==> config.mk <==
export PLATFORM = sky130hd
export DESIGN_NAME = bt656_sync_tracker
export DESIGN_NICKNAME = d
export VERILOG_FILES = /design/src/rtl/bt656_sync_tracker.sv
export SDC_FILE = /design/constraint.sdc
export NUM_CORES = 1
export LEC_CHECK = 0
export BUFFER_PORTS_ARGS = -buffer_cell sky130_fd_sc_hd__buf_2
export CELL_PAD_IN_SITES_DETAIL_PLACEMENT = 1
export CELL_PAD_IN_SITES_GLOBAL_PLACEMENT = 2
export CORE_AREA = 2 2 97 117
export CTS_CLUSTER_SIZE = 10
export DETAILED_ROUTE_END_ITERATION = 8
export DIE_AREA = 0 0 99 119
export HOLD_SLACK_MARGIN = 0.06
export PLACE_DENSITY_LB_ADDON = 0.1
export SLEW_MARGIN = 20
export SYNTH_ARGS = -nofsm -noshare
export SYNTH_HDL_FRONTEND = slang
export SYNTH_SLANG_ARGS = --single-unit
export TNS_END_PERCENT = 30
==> constraint.sdc <==
create_clock -name clk -period 3.4 [get_ports clk]
set_clock_uncertainty 0.05 [all_clocks]
set_input_delay 0.34 -clock clk [delete_from_list [all_inputs] [get_ports clk]]
set_output_delay 0.34 -clock clk [all_outputs]
set_load 0.01 [all_outputs]
==> src/rtl/bt656_sync_tracker.sv <==
// ---------------------------------------------------------------------------
// bt656_sync_tracker
//
// Finds BT.656 timing reference codes (3FF/000/000 + XY) in a word stream,
// decodes F/V/H from accepted XY words, tracks the word position within a
// line and the line position within a frame, and runs a lock state machine
// that qualifies the sync outputs for downstream line pipelines.
//
// Optional build macro:
//   SYNC_XY_ECC_EN  - when defined, single-bit XY errors (bits 6..0) are
//                     corrected and the code accepted (still counted as an
//                     error); otherwise any protection mismatch rejects it.
//
// Ports:
//   clk         pixel clock, one word per cycle
//   reset       asynchronous, active-high reset
//   bt_656      BT.656 word stream (only the top 8 bits are compared)
//   H, V, F     flags from the last accepted timing code
//   sav_pulse   one-cycle pulse for an accepted SAV
//   eav_pulse   one-cycle pulse for an accepted EAV
//   word_count  words since the last accepted EAV (0 while eav_pulse is high)
//   line_count  line index within the frame
//   locked      EAV spacing has been verified; consumers gate on this
//   err_count   saturating count of bad codes and lost/misplaced EAVs
// ---------------------------------------------------------------------------
module bt656_sync_tracker #(
   parameter int DATA_WIDTH      = 10,
   parameter int LINE_WORDS      = 1716,
   parameter int LINES_PER_FRAME = 525,
   parameter int LOCK_COUNT      = 4,
   parameter int UNLOCK_COUNT    = 2
) (
   input  logic                               clk,
   input  logic                               reset,
   input  logic [DATA_WIDTH-1:0]              bt_656,
   output logic                               H,
   output logic                               V,
   output logic                               F,
   output logic                               sav_pulse,
   output logic                               eav_pulse,
   output logic [$clog2(LINE_WORDS)-1:0]      word_count,
   output logic [$clog2(LINES_PER_FRAME)-1:0] line_count,
   output logic                               locked,
   output logic [15:0]                        err_count
);

   localparam int WC_W = $clog2(LINE_WORDS);
   localparam int LC_W = $clog2(LINES_PER_FRAME);
   localparam int GC_W = $clog2(LOCK_COUNT + 1);
   localparam int MC_W = $clog2(UNLOCK_COUNT + 1);

   localparam logic [WC_W-1:0] WC_LAST   = WC_W'(LINE_WORDS - 1);
   localparam logic [LC_W-1:0] LC_LAST   = LC_W'(LINES_PER_FRAME - 1);
   localparam logic [GC_W-1:0] GOOD_LAST = GC_W'(LOCK_COUNT - 1);
   localparam logic [MC_W-1:0] MISS_LAST = MC_W'(UNLOCK_COUNT - 1);

   typedef enum logic [1:0] {
      SEARCH = 2'd0,
      VERIFY = 2'd1,
      LOCKED = 2'd2
   } state_t;

   state_t          state, state_next;
   logic [GC_W-1:0] good_count, good_next;
   logic [MC_W-1:0] miss_count, miss_next;

   logic [7:0] word;
   logic [7:0] hist0, hist1, hist2;   // hist2 is the oldest word
   logic       preamble;
   logic [3:0] p_calc, syndrome;
   logic [2:0] fvh;                   // {F, V, H} after optional correction
   logic       code_ok, corrected, rejected;
   logic       acc_eav, acc_sav;
   logic       at_last, miss_evt;
   logic [1:0] err_inc;
   logic [16:0] err_sum;

   // Only the top 8 bits carry the code; 10-bit LSBs are ignored.
   assign word = bt_656[DATA_WIDTH-1 -: 8];

   generate
      if (DATA_WIDTH > 8) begin : g_lsb
         logic unused_lsbs;
         assign unused_lsbs = ^bt_656[DATA_WIDTH-9:0];
      end
   endgenerate

   assign preamble = (hist2 == 8'hFF) && (hist1 == 8'h00) && (hist0 == 8'h00);

   // NOTE: every signal driven in an always_comb gets a default at the top,
   // so no path through the block can leave it unassigned and infer a latch.
   always_comb begin
      p_calc    = {word[5] ^ word[4], word[6] ^ word[4],
                   word[6] ^ word[5], word[6] ^ word[5] ^ word[4]};
      syndrome  = p_calc ^ word[3:0];
      fvh       = word[6:4];
      code_ok   = 1'b0;
      corrected = 1'b0;
      if (preamble && word[7]) begin
         if (syndrome == 4'b0000) begin
            code_ok = 1'b1;
         end
`ifdef SYNC_XY_ECC_EN
         else begin
            // Each single-bit error has a distinct odd-weight syndrome;
            // double errors give an even-weight one and are rejected.
            code_ok   = 1'b1;
            corrected = 1'b1;
            case (syndrome)
               4'b0111: fvh[2] = ~fvh[2];
               4'b1011: fvh[1] = ~fvh[1];
               4'b1101: fvh[0] = ~fvh[0];
               4'b0001, 4'b0010, 4'b0100, 4'b1000: ; // a protection bit was hit
               default: begin
                  code_ok   = 1'b0;
                  corrected = 1'b0;
               end
            endcase
         end
`endif
      end
   end

   assign rejected = preamble && !code_ok;
   assign acc_eav  = code_ok && fvh[0];
   assign acc_sav  = code_ok && !fvh[0];
   assign at_last  = (word_count == WC_LAST);

   // Lock qualification. Decisions are taken in the cycle the XY word is
   // present, so state (and locked) changes together with the EAV pulse.
   always_comb begin
      state_next = state;
      good_next  = good_count;
      miss_next  = miss_count;
      miss_evt   = 1'b0;
      case (state)
         SEARCH: begin
            if (acc_eav) begin
               state_next = VERIFY;
               good_next  = GC_W'(1);
            end
         end
         VERIFY: begin
            if (acc_eav) begin
               if (!at_last) begin
                  good_next = GC_W'(1);
               end else if (good_count == GOOD_LAST) begin
                  state_next = LOCKED;
                  miss_next  = '0;
               end else begin
                  good_next = good_count + GC_W'(1);
               end
            end
         end
         LOCKED: begin
            if (acc_eav && at_last) begin
               miss_next = '0;
            end else if (acc_eav || at_last) begin
               // Misplaced EAV or a wrap with no EAV; never both at once.
               miss_evt = 1'b1;
               if (miss_count == MISS_LAST) begin
                  state_next = SEARCH;
                  miss_next  = '0;
               end else begin
                  miss_next = miss_count + MC_W'(1);
               end
            end
         end
         default: state_next = SEARCH;
      endcase
   end

   assign err_inc = 2'(rejected | corrected) + 2'(miss_evt);
   assign err_sum = {1'b0, err_count} + 17'(err_inc);
   assign locked  = (state == LOCKED);

   // NOTE: sequential state uses non-blocking assignments so every register
   // samples the values from before the edge, independent of statement order.
   // NOTE: the three-word preamble history is reset along with everything
   // else, so a stale FF/00/00 cannot pair with the first word after reset.
   always_ff @(posedge clk or posedge reset) begin
      if (reset) begin
         state      <= SEARCH;
         good_count <= '0;
         miss_count <= '0;
         hist0      <= '0;
         hist1      <= '0;
         hist2      <= '0;
         H          <= 1'b0;
         V          <= 1'b0;
         F          <= 1'b0;
         sav_pulse  <= 1'b0;
         eav_pulse  <= 1'b0;
         word_count <= '0;
         line_count <= '0;
         err_count  <= '0;
      end else begin
         state      <= state_next;
         good_count <= good_next;
         miss_count <= miss_next;
         hist2      <= hist1;
         hist1      <= hist0;
         hist0      <= word;
         sav_pulse  <= acc_sav;
         eav_pulse  <= acc_eav;
         err_count  <= err_sum[16] ? 16'hFFFF : err_sum[15:0];

         if (code_ok) begin
            F <= fvh[2];
            V <= fvh[1];
            H <= fvh[0];
         end

         if (acc_eav || at_last) begin
            word_count <= '0;
         end else begin
            word_count <= word_count + WC_W'(1);
         end

         if (acc_eav) begin
            if (F && !fvh[2]) begin
               line_count <= '0;          // F falling marks frame start
            end else if (line_count == LC_LAST) begin
               line_count <= '0;
            end else begin
               line_count <= line_count + LC_W'(1);
            end
         end
      end
   end

endmodule

Yosys cells after proc, flatten, opt, wreduce, memory -nomap -nowiden
Cells that the tools add are included.
- register bits after elaboration: 73
- bits in latches: 0
- RAM bits: 0
- memory bits (read-only): 0
- bits of input ports: 12
- output and inout bits: 43
- memories: 0
- add/subtract/negate cells: 6
- multipliers: 0
- div/mod/pow operators: 0
- $lt $le $gt $ge: 0
- equal/unequal tests: 16
- shift operators: 0
- muxes and demuxes: 29
- bitwise gates (word level): 5
- reduce and logical (&&, ||, !) cells: 21
- operator list (cell ; number):
    $mux W2 ; 13
    $mux W10 ; 2
    $add A16 B2 Y17 ; 1
    $logic_not A8 Y1 ; 2
    $mux W16 ; 1
    $mux W3 ; 4
    $add A11 B1 Y11 const B ; 1
    $eq A11 B11 Y1 const B ; 1
    $mux W11 ; 1
    $add A10 B1 Y10 const B ; 1
    $eq A10 B10 Y1 const B ; 1
    $ne A2 B2 Y1 const B ; 5
    $eq A8 B8 Y1 const B ; 1
    $logic_and A1 B1 Y1 ; 8
    $reduce_and A7 Y1 ; 1
    $pmux W2 S3 ; 1
    $pmux W3 S2 ; 1
    $mux W1 ; 5
    $reduce_and A5 Y1 ; 1
    $eq A2 B1 Y1 const B ; 2
    $logic_not A4 Y1 ; 1
    $ne A2 B1 Y1 const B ; 2
    $pmux W2 S2 ; 1
    $reduce_and A4 Y1 ; 1
    13 further kinds ; 19

Longest topological paths before layout
Gate-level depths: netlist (run 1).
- depth in word-level cells: 14
- mapped depth: 16
- depth with buffers taken out: 15

Least setup slack after synthesis (run 1)
OpenSTA, ideal clock, no wires.
- kind: input to register
- start point: in bt_656[5]
- end point: reg err_count[0]
- data arrival time: 3313 ps
- required time: 3282 ps
- slack: -32 ps
- cell stages on the path: 16
- path through: buf_4 > or3b_1 > a21boi_1 > mux4_2 > nand3_2 > ha_1 > nand2_1 > fa_1 > inv_1 > ha_1 > nand4_1 > nor2_1 > nand2_1 > or3_1 > clkbuf_1 > nand2_1
- longest elaborated chain between the ends: 12
- elaborated cells between the ends (all ways): 15
- RTL lines (element ; line ; text):
    start, declared ; 35 ; input logic [DATA_WIDTH-1:0] bt_656,
    $xor A4 B4 Y4 * ; 95 ; syndrome = p_calc ^ word[3:0];
    $logic_not A4 Y1 * ; 100 ; if (syndrome == 4'b0000) begin
    $mux W1 * ; 100 ;
    $mux W1 * ; 99 ; if (preamble && word[7]) begin
    $logic_and A1 B1 Y1 ; 125 ; assign acc_eav = code_ok && fvh[0];
    $logic_or A1 B1 Y1 ; 158 ; end else if (acc_eav || at_last) begin
    $mux W1 ; 158 ;
    $mux W1 ; 156 ; if (acc_eav && at_last) begin
    $mux W1 ; 136 ; case (state)
    $add A1 B1 Y2 * ; 173 ; assign err_inc = 2'(rejected | corrected) + 2'(miss_evt);
    $add A16 B2 Y17 * ; 174 ; assign err_sum = {1'b0, err_count} + 17'(err_inc);
    $mux W16 * ; 206 ; err_count <= err_sum[16] ? 16'hFFFF : err_sum[15:0];
    end signal, assigned ; 206 ;
    end, declared ; 44 ; output logic [15:0] err_count
Mark *: on every way between the ends. The rest lies on a longest branch, timed or not.
A chain may end at the register's enable or synchronous reset.

Worst setup path in the final report (run 1)
- start point: reg hist0[5]
- end point: reg err_count[2]
- longest elaborated chain between the ends: 12
- elaborated cells between the ends (all ways): 15
- RTL lines (element ; line ; text):
    start, declared ; 68 ; logic [7:0] hist0, hist1, hist2;
    start signal, assigned ; 203 ; hist0 <= word;
    $logic_not A8 Y1 * ; 88 ; assign preamble = (hist2 == 8'hFF) && (hist1 == 8'h00) && (hist0 == 8'h00);
    $logic_and A1 B1 Y1 * ; 88 ;
    $logic_and A1 B1 Y1 ; 99 ;
    $mux W1 ; 99 ;
    $logic_and A1 B1 Y1 ; 125 ;
    $logic_or A1 B1 Y1 ; 158 ;
    $mux W1 ; 158 ;
    $mux W1 ; 156 ;
    $mux W1 ; 136 ;
    $add A1 B1 Y2 * ; 173 ;
    $add A16 B2 Y17 * ; 174 ;
    $mux W16 * ; 206 ;
Marked as above.

==> impl_metrics.toml, run 1 <==
[cells_and_area]
n_fill_cell = 1222
drive_above_1_share_pct = 31.57
layout_commonest_cell = "dfrtp_1"
syn2layout_area_growth_pct = 31.35
final_cell_mix = "dfrtp_1, buf_2, nand2_1"
fin_area_um2 = 4529
multi_input_area_um2 = 1607
antenna_cells = 0
nNetsFinal = 435
seqCellArea_um2 = 1827
finalNonFillerCells = 547

[run_status]
status = "finished clean"

[critical_path]
startpoint_type = "flop"
cpPeakStageDelay_ns = 0.40
r2r-start = "hist0[5]"
ff2ff_setup_slack_ns = 0.14
reg2reg_depth = 15
rr_endpoint = "err_count[2]"
cp_max_fo = 8
worst_setup_path_end_kind = "flop"
endpoint = "err_count[2]"
crit_path_cell_trace = "nor4_4 -> nand4_1 -> nor3_4 -> nand3_2 -> ha_4 -> nand2_2 -> fa_2 -> inv_2 -> ha_4 -> nand4_1 -> nor2_2 -> nand2_1 -> or3_4 -> buf_6 -> nand2_1"
crit_type = "reg -> reg"
critPathLaunch = "hist0[5]"
crit_arrival_ns = 3.48
cp_slowest_cell = "dfrtp_1"
critPathRequiredTime_ns = 3.62

[place]
portBuffers = 52
placed_cell_area_um2 = 4055
hpwl_um = 5958
gp_congestion = 0.7257
place_inst = 526

[sta]
setup_tns_ns = 0
setup_viol = 0
slew_viol_final = 0
fmax_ghz = 0.3068
fin_crit_sh_pct = 95.87
timing.final.crit_period_ns = 3.260
maxSlewHeadroom_pct = 46.32
rsz0062_at_grt = "yes"
worst_pin_slew_ns = 0.8041
finalHoldViolations = 0

[synth]
ys_warn_count = 0
synth_area_um2 = 3448
async_flop_share_pct = 100.0
syn-num-nets = 345
synth-simple-area-share_pct = 22.35
synth_xor_area_share_pct = 4.717
synth_compound_area_share_pct = 8.527
synth-seq-cells = 73
synth_ff_type = "dfrtp_1"
ys_types = 48
synth_top_family_by_area = "simple AND/OR/NAND/NOR gates"
synth.area.mux_share_pct = 3.120
syn_avg_cell_area_um2 = 10.78
synth-edff-count = 0
synth_adder_area_share_pct = 4.935
synth_seq_area_share_pct = 52.98
syn_inst = 320

[global_route]
grt_first_pass_wirelength_um = 14410
grt_pass1_vias = 2894
grt_max_degree = 40
antenna_found_initial = 0
gr-total-overflow = 0
grt_usage_pct = 15.40

[detailed_routing]
drc = 0
viasPerCell = 4.857
dr.first_iter.drc_count = 73
avgRoutedWirePerCell_um = 15.13
dr.pass1.iters = 4
ant_nets = 0
wirelength_um = 8274
vias = 2657

[clock_tree]
h-tree-depth = 3
numCtsBuffers = 9
cts_buffer_depth = 2
root_buffer = "clkbuf_16"
clock_latency_ns = 0.33
cts_tree = "built"
path_clk_slew_ns = 0.06
clock-sinks = 73

[die]
io_pins = 55
start_util_pct = 32.01
rows = 42
die-area_um2 = 11780
die_w_um = 99
coreArea_um2 = 10770
die_y_um = 119

[pwr]
ir_drop_mv = 0.2194
leakage_nw = 2.172
power.total_mw = 2.004
power_density_nw_per_um2 = 442.5

[run]
max-cap-violations = 0

[min_path]
min_path_type = "in -> reg"
## per-stage QoR
step                      setup slack, ns  hold WS, ns  util [%]
final                              0.1404      0.09251     42.04
after global routing             -0.09586      0.08069     42.04
after CTS                         0.01053      0.08277     41.17
after detailed placement          -0.1650       0.3147     37.64
after global placement            -0.1180       0.3075     37.64
after floorplan                  0.002572       0.3040         -
## per-layer routing
metal  track usage, %  share of wire, %
met2            26.06                51
met3            3.345               2.8
met1            19.33                45
met5                0                 0
met4            5.394               1.5
## cells by family (layout without fill, tap and decap cells)
group                    after synthesis  in the layout
AND/OR/NAND/NOR                      140            140
flip-flops                            73             73
AO/OA/AOI/OAI                         44             44
buffers and inverters                 25            120
XOR/XNOR                              17             17
adder cells (fa/ha/maj)               13             13
multiplexers                           8              8
## cell type report
class | count | share of cell area [%]
sequential | 73 | 40.33
multi-input combinational | 222 | 35.47
timing repair buffer | 86 | 11.82
clock buffer | 9 | 4.972
tap | 132 | 3.646
clock inverter | 7 | 2.265
inverter | 18 | 1.492
## timing repair
action,CTS,global route
endpoints found under the hold margin,0,0
hold buffers,0,0
pin swaps,7,8
setup endpoints to repair,16,16
setup buffers,3,2
gates resized for setup,5,19
## worst max-delay path, delay by kind of cell, from the launching register on
kind	cells	cell delay [ns]
flops	1	0.40
simple gates	10	1.76
buf+inv	2	0.23
fa+ha+maj	3	0.75
## where the power goes
group	total [mW]	internal [mW]	switching (mW)
sequential	0.895	0.885	0.0106
clock	1.04	0.649	0.387
combinational	0.0727	0.0301	0.0426
total	2.00	1.56	0.441
## cell usage after synthesis (5+ instances only)
cell type / number / area share (%)
nand2b_1: 5 / 0.91
nand3_1: 17 / 2.5
and3_1: 5 / 0.91
xnor2_1: 8 / 2.0
nand2_1: 38 / 4.1
a21oi_1: 8 / 1.2
nor4_1: 6 / 1.1
and2_1: 11 / 2.0
ha_1: 12 / 4.4
xor2_1: 8 / 2.0
nor2_1: 18 / 2.0
inv_1: 18 / 2.0
nand4_1: 7 / 1.3
dfrtp_1: 73 / 53
o21ai_0: 16 / 2.3
nor2b_1: 8 / 1.5
## worst min-delay path by stage
stage,start,to,slack (ns),depth (start not counted)
global placement,hist1[4],hist2[4],0.31,0
CTS,bt_656[4],hist0[2],0.08,1
global route,bt_656[4],hist0[2],0.08,1
detailed placement,hist1[5],hist2[5],0.31,0
floorplan,hist0[3],hist1[3],0.30,0
finish,bt_656[4],hist0[2],0.09,1
## sequential cells by signal (all words and copies together), names as in the netlist
signal / count
err_count: 16
state: 2
H: 1
line_count: 10
miss_count: 2
hist2: 8
hist0: 8
hist1: 8
F: 1
V: 1
sav_pulse: 1
good_count: 3
eav_pulse: 1
word_count: 11
(Power assumes the default switching activity.)
==> run 2, diff against run 1 <==
--- a/config.mk
+++ b/config.mk
@@ -8,10 +8,10 @@
 export BUFFER_PORTS_ARGS = -buffer_cell sky130_fd_sc_hd__buf_2
 export CELL_PAD_IN_SITES_DETAIL_PLACEMENT = 1
 export CELL_PAD_IN_SITES_GLOBAL_PLACEMENT = 2
-export CORE_AREA = 2 2 97 117
+export CORE_AREA = 2 2 93 113
 export CTS_CLUSTER_SIZE = 10
 export DETAILED_ROUTE_END_ITERATION = 8
-export DIE_AREA = 0 0 99 119
+export DIE_AREA = 0 0 95 115
 export HOLD_SLACK_MARGIN = 0.06
 export PLACE_DENSITY_LB_ADDON = 0.1
 export SLEW_MARGIN = 20
==> constraint.sdc (replaced) <==
create_clock -name clk -period 3.7 [get_ports clk]
set_clock_uncertainty 0.05 [all_clocks]
set_input_delay 0.37 -clock clk [delete_from_list [all_inputs] [get_ports clk]]
set_output_delay 0.37 -clock clk [all_outputs]
set_load 0.01 [all_outputs]
==> run 2 against run 1 <==
Fmax down 4.8%. Cell area down 5.9%. Setup slack gained 0.13 ns. Non-clock buffer count is 15 lower.
==> impl_metrics.toml, run 2 (same netlist as run 1, synthesis figures left out) <==
[run_status]
status = "finished clean"

[cells_and_area]
drive_above_1_share_pct = 25.75
n_fill_cell = 1091
final_cell_mix = "dfrtp_1, buf_2, nand2_1"
syn2layout_area_growth_pct = 23.62
nNetsFinal = 420
layout_commonest_cell = "dfrtp_1"
top_register = "err_count"
finalNonFillerCells = 526
antenna_cells = 0
largest_register_ffs = 16
reg.largest.list = "err_count (16), word_count (11), line_count (10)"

[detailed_routing]
dr.first_iter.drc_count = 107
ant_nets = 0
drc = 0
vias = 2637
dr.pass1.iters = 4
avgRoutedWirePerCell_um = 14.70
viasPerCell = 5.013
wirelength_um = 7731

[critical_path]
startpoint_type = "flop"
worst_setup_path_end_kind = "flop"
crit_type = "reg -> reg"
crit_arrival_ns = 3.63
ff2ff_setup_slack_ns = 0.27
cp_max_fo = 13
critPathRequiredTime_ns = 3.90

[clock_tree]
path_clk_slew_ns = 0.06
root_buffer = "clkbuf_16"
numCtsBuffers = 9
h-tree-depth = 3
clock-sinks = 73
cts_tree = "built"
holdBufCountCts = 0
cts_buffer_depth = 2
clock_latency_ns = 0.33

[sta]
worst_pin_slew_ns = 0.7267
finalHoldViolations = 0
rsz0062_at_grt = "no"
fmax_ghz = 0.2919
timing.final.crit_period_ns = 3.426
setup_tns_ns = 0
maxSlewHeadroom_pct = 51.11
slew_viol_final = 0
fin_crit_sh_pct = 92.58
setup_viol = 0

[global_route]
grt_usage_pct = 15.70
grt_max_degree = 48
gr-total-overflow = 0
grt_pass1_vias = 2694
antenna_found_initial = 0
grt_first_pass_wirelength_um = 13250

[pwr]
internal_power_mw = 1.301
seqPwrFrac_pct = 48.2
switchingPower_uw = 401.6
p_sw_share_pct = 23.59
leakage_nw = 2.066
p_comb_share_pct = 3.5
power_density_nw_per_um2 = 399.4
p_clk_share_pct = 48.3
power.total_mw = 1.703
ir_drop_mv = 0.1914

[die]
die_w_um = 95
die-area_um2 = 10930
coreArea_um2 = 9859
rows = 40
start_util_pct = 34.97
io_pins = 55
die_y_um = 115

[place]
portBuffers = 52
gp_congestion = 0.7476
hpwl_um = 5574
place_inst = 508

[run]
max-cap-violations = 0

[min_path]
min_path_type = "in -> async"
[run 2: per-layer routing]
metal | wire length, um | global-route usage, % | up-vias
li1 | - | - | 1269
met1 | 3442 | 20.81 | 1316
met2 | 3845 | 25.20 | 41
met3 | 295 | 3.670 | 11
met4 | 146 | 5.604 | 0
met5 | 0 | 0 | -
[run 2: power groups by stage]
stage	Clock, mW	Combinational [mW]	Sequential (mW)
5_1_grt	0.892	0.0677	0.823
4_1_cts	0.852	0.0608	0.821
6_report	0.822	0.0589	0.821
2_1_floorplan	0	0.0366	0.834
3_3_place_gp	0	0.0596	0.835
3_5_place_dp	0	0.0606	0.836
[run 2: repair_timing]
action | 4_1_cts | 5_1_grt
endpoints found under the setup margin | 0 | 15
buffers inserted | 0 | 2
resized for setup | 0 | 3
[run 2: worst paths after layout]
path                            from            to  depth (start not counted)
max                         hist1[3]  err_count[8]                         15
min                            reset  err_count[8]                          2
max reg2reg                 hist1[3]  err_count[8]                         15
min reg2reg                 hist0[6]      hist1[6]                          0
max in group asynchronous      reset      hist1[3]                          3
min in group clk           bt_656[9]      hist0[7]                          1
[run 2: cell type report]
| cell class | count | area, um^2 | share of cell area, % |
|---|---|---|---|
| clock buffers | 9 | 225.2 | 5.283 |
| clock inverters | 7 | 62.56 | 1.468 |
| inverters | 18 | 67.56 | 1.585 |
| multi-input cells | 222 | 1520 | 35.66 |
| flip-flops and latches | 73 | 1827 | 42.85 |
| well taps | 126 | 157.7 | 3.698 |
| repair buffers | 71 | 402.9 | 9.451 |
[run 2: stage by stage]
step | util, % | worst slack [ns] | instance area (um^2) | hold slack, ns
floorplan | - | 0.2383 | 3448 | 0.3040
global placement | 40.01 | 0.09010 | 3945 | 0.3087
detailed placement | 40.01 | 0.02805 | 3945 | 0.3104
CTS | 42.93 | 0.05811 | 4233 | 0.08238
global route | 43.24 | 0.001385 | 4263 | 0.1172
finish | 43.24 | 0.2744 | 4263 | 0.05691
[run 2: critical path: stages (launching register included)]
cell and delay, ns:
dfrtp_1 0.39, nor4b_2 0.29, nand4_1 0.25, nor3_4 0.28, nand3_2 0.12, ha_1 0.31
nand2_1 0.07, fa_1 0.36, inv_1 0.09, ha_1 0.18, nand4_1 0.14, nor2_2 0.13
nand2_1 0.09, or3_1 0.35, buf_4 0.19, o21ai_0 0.08
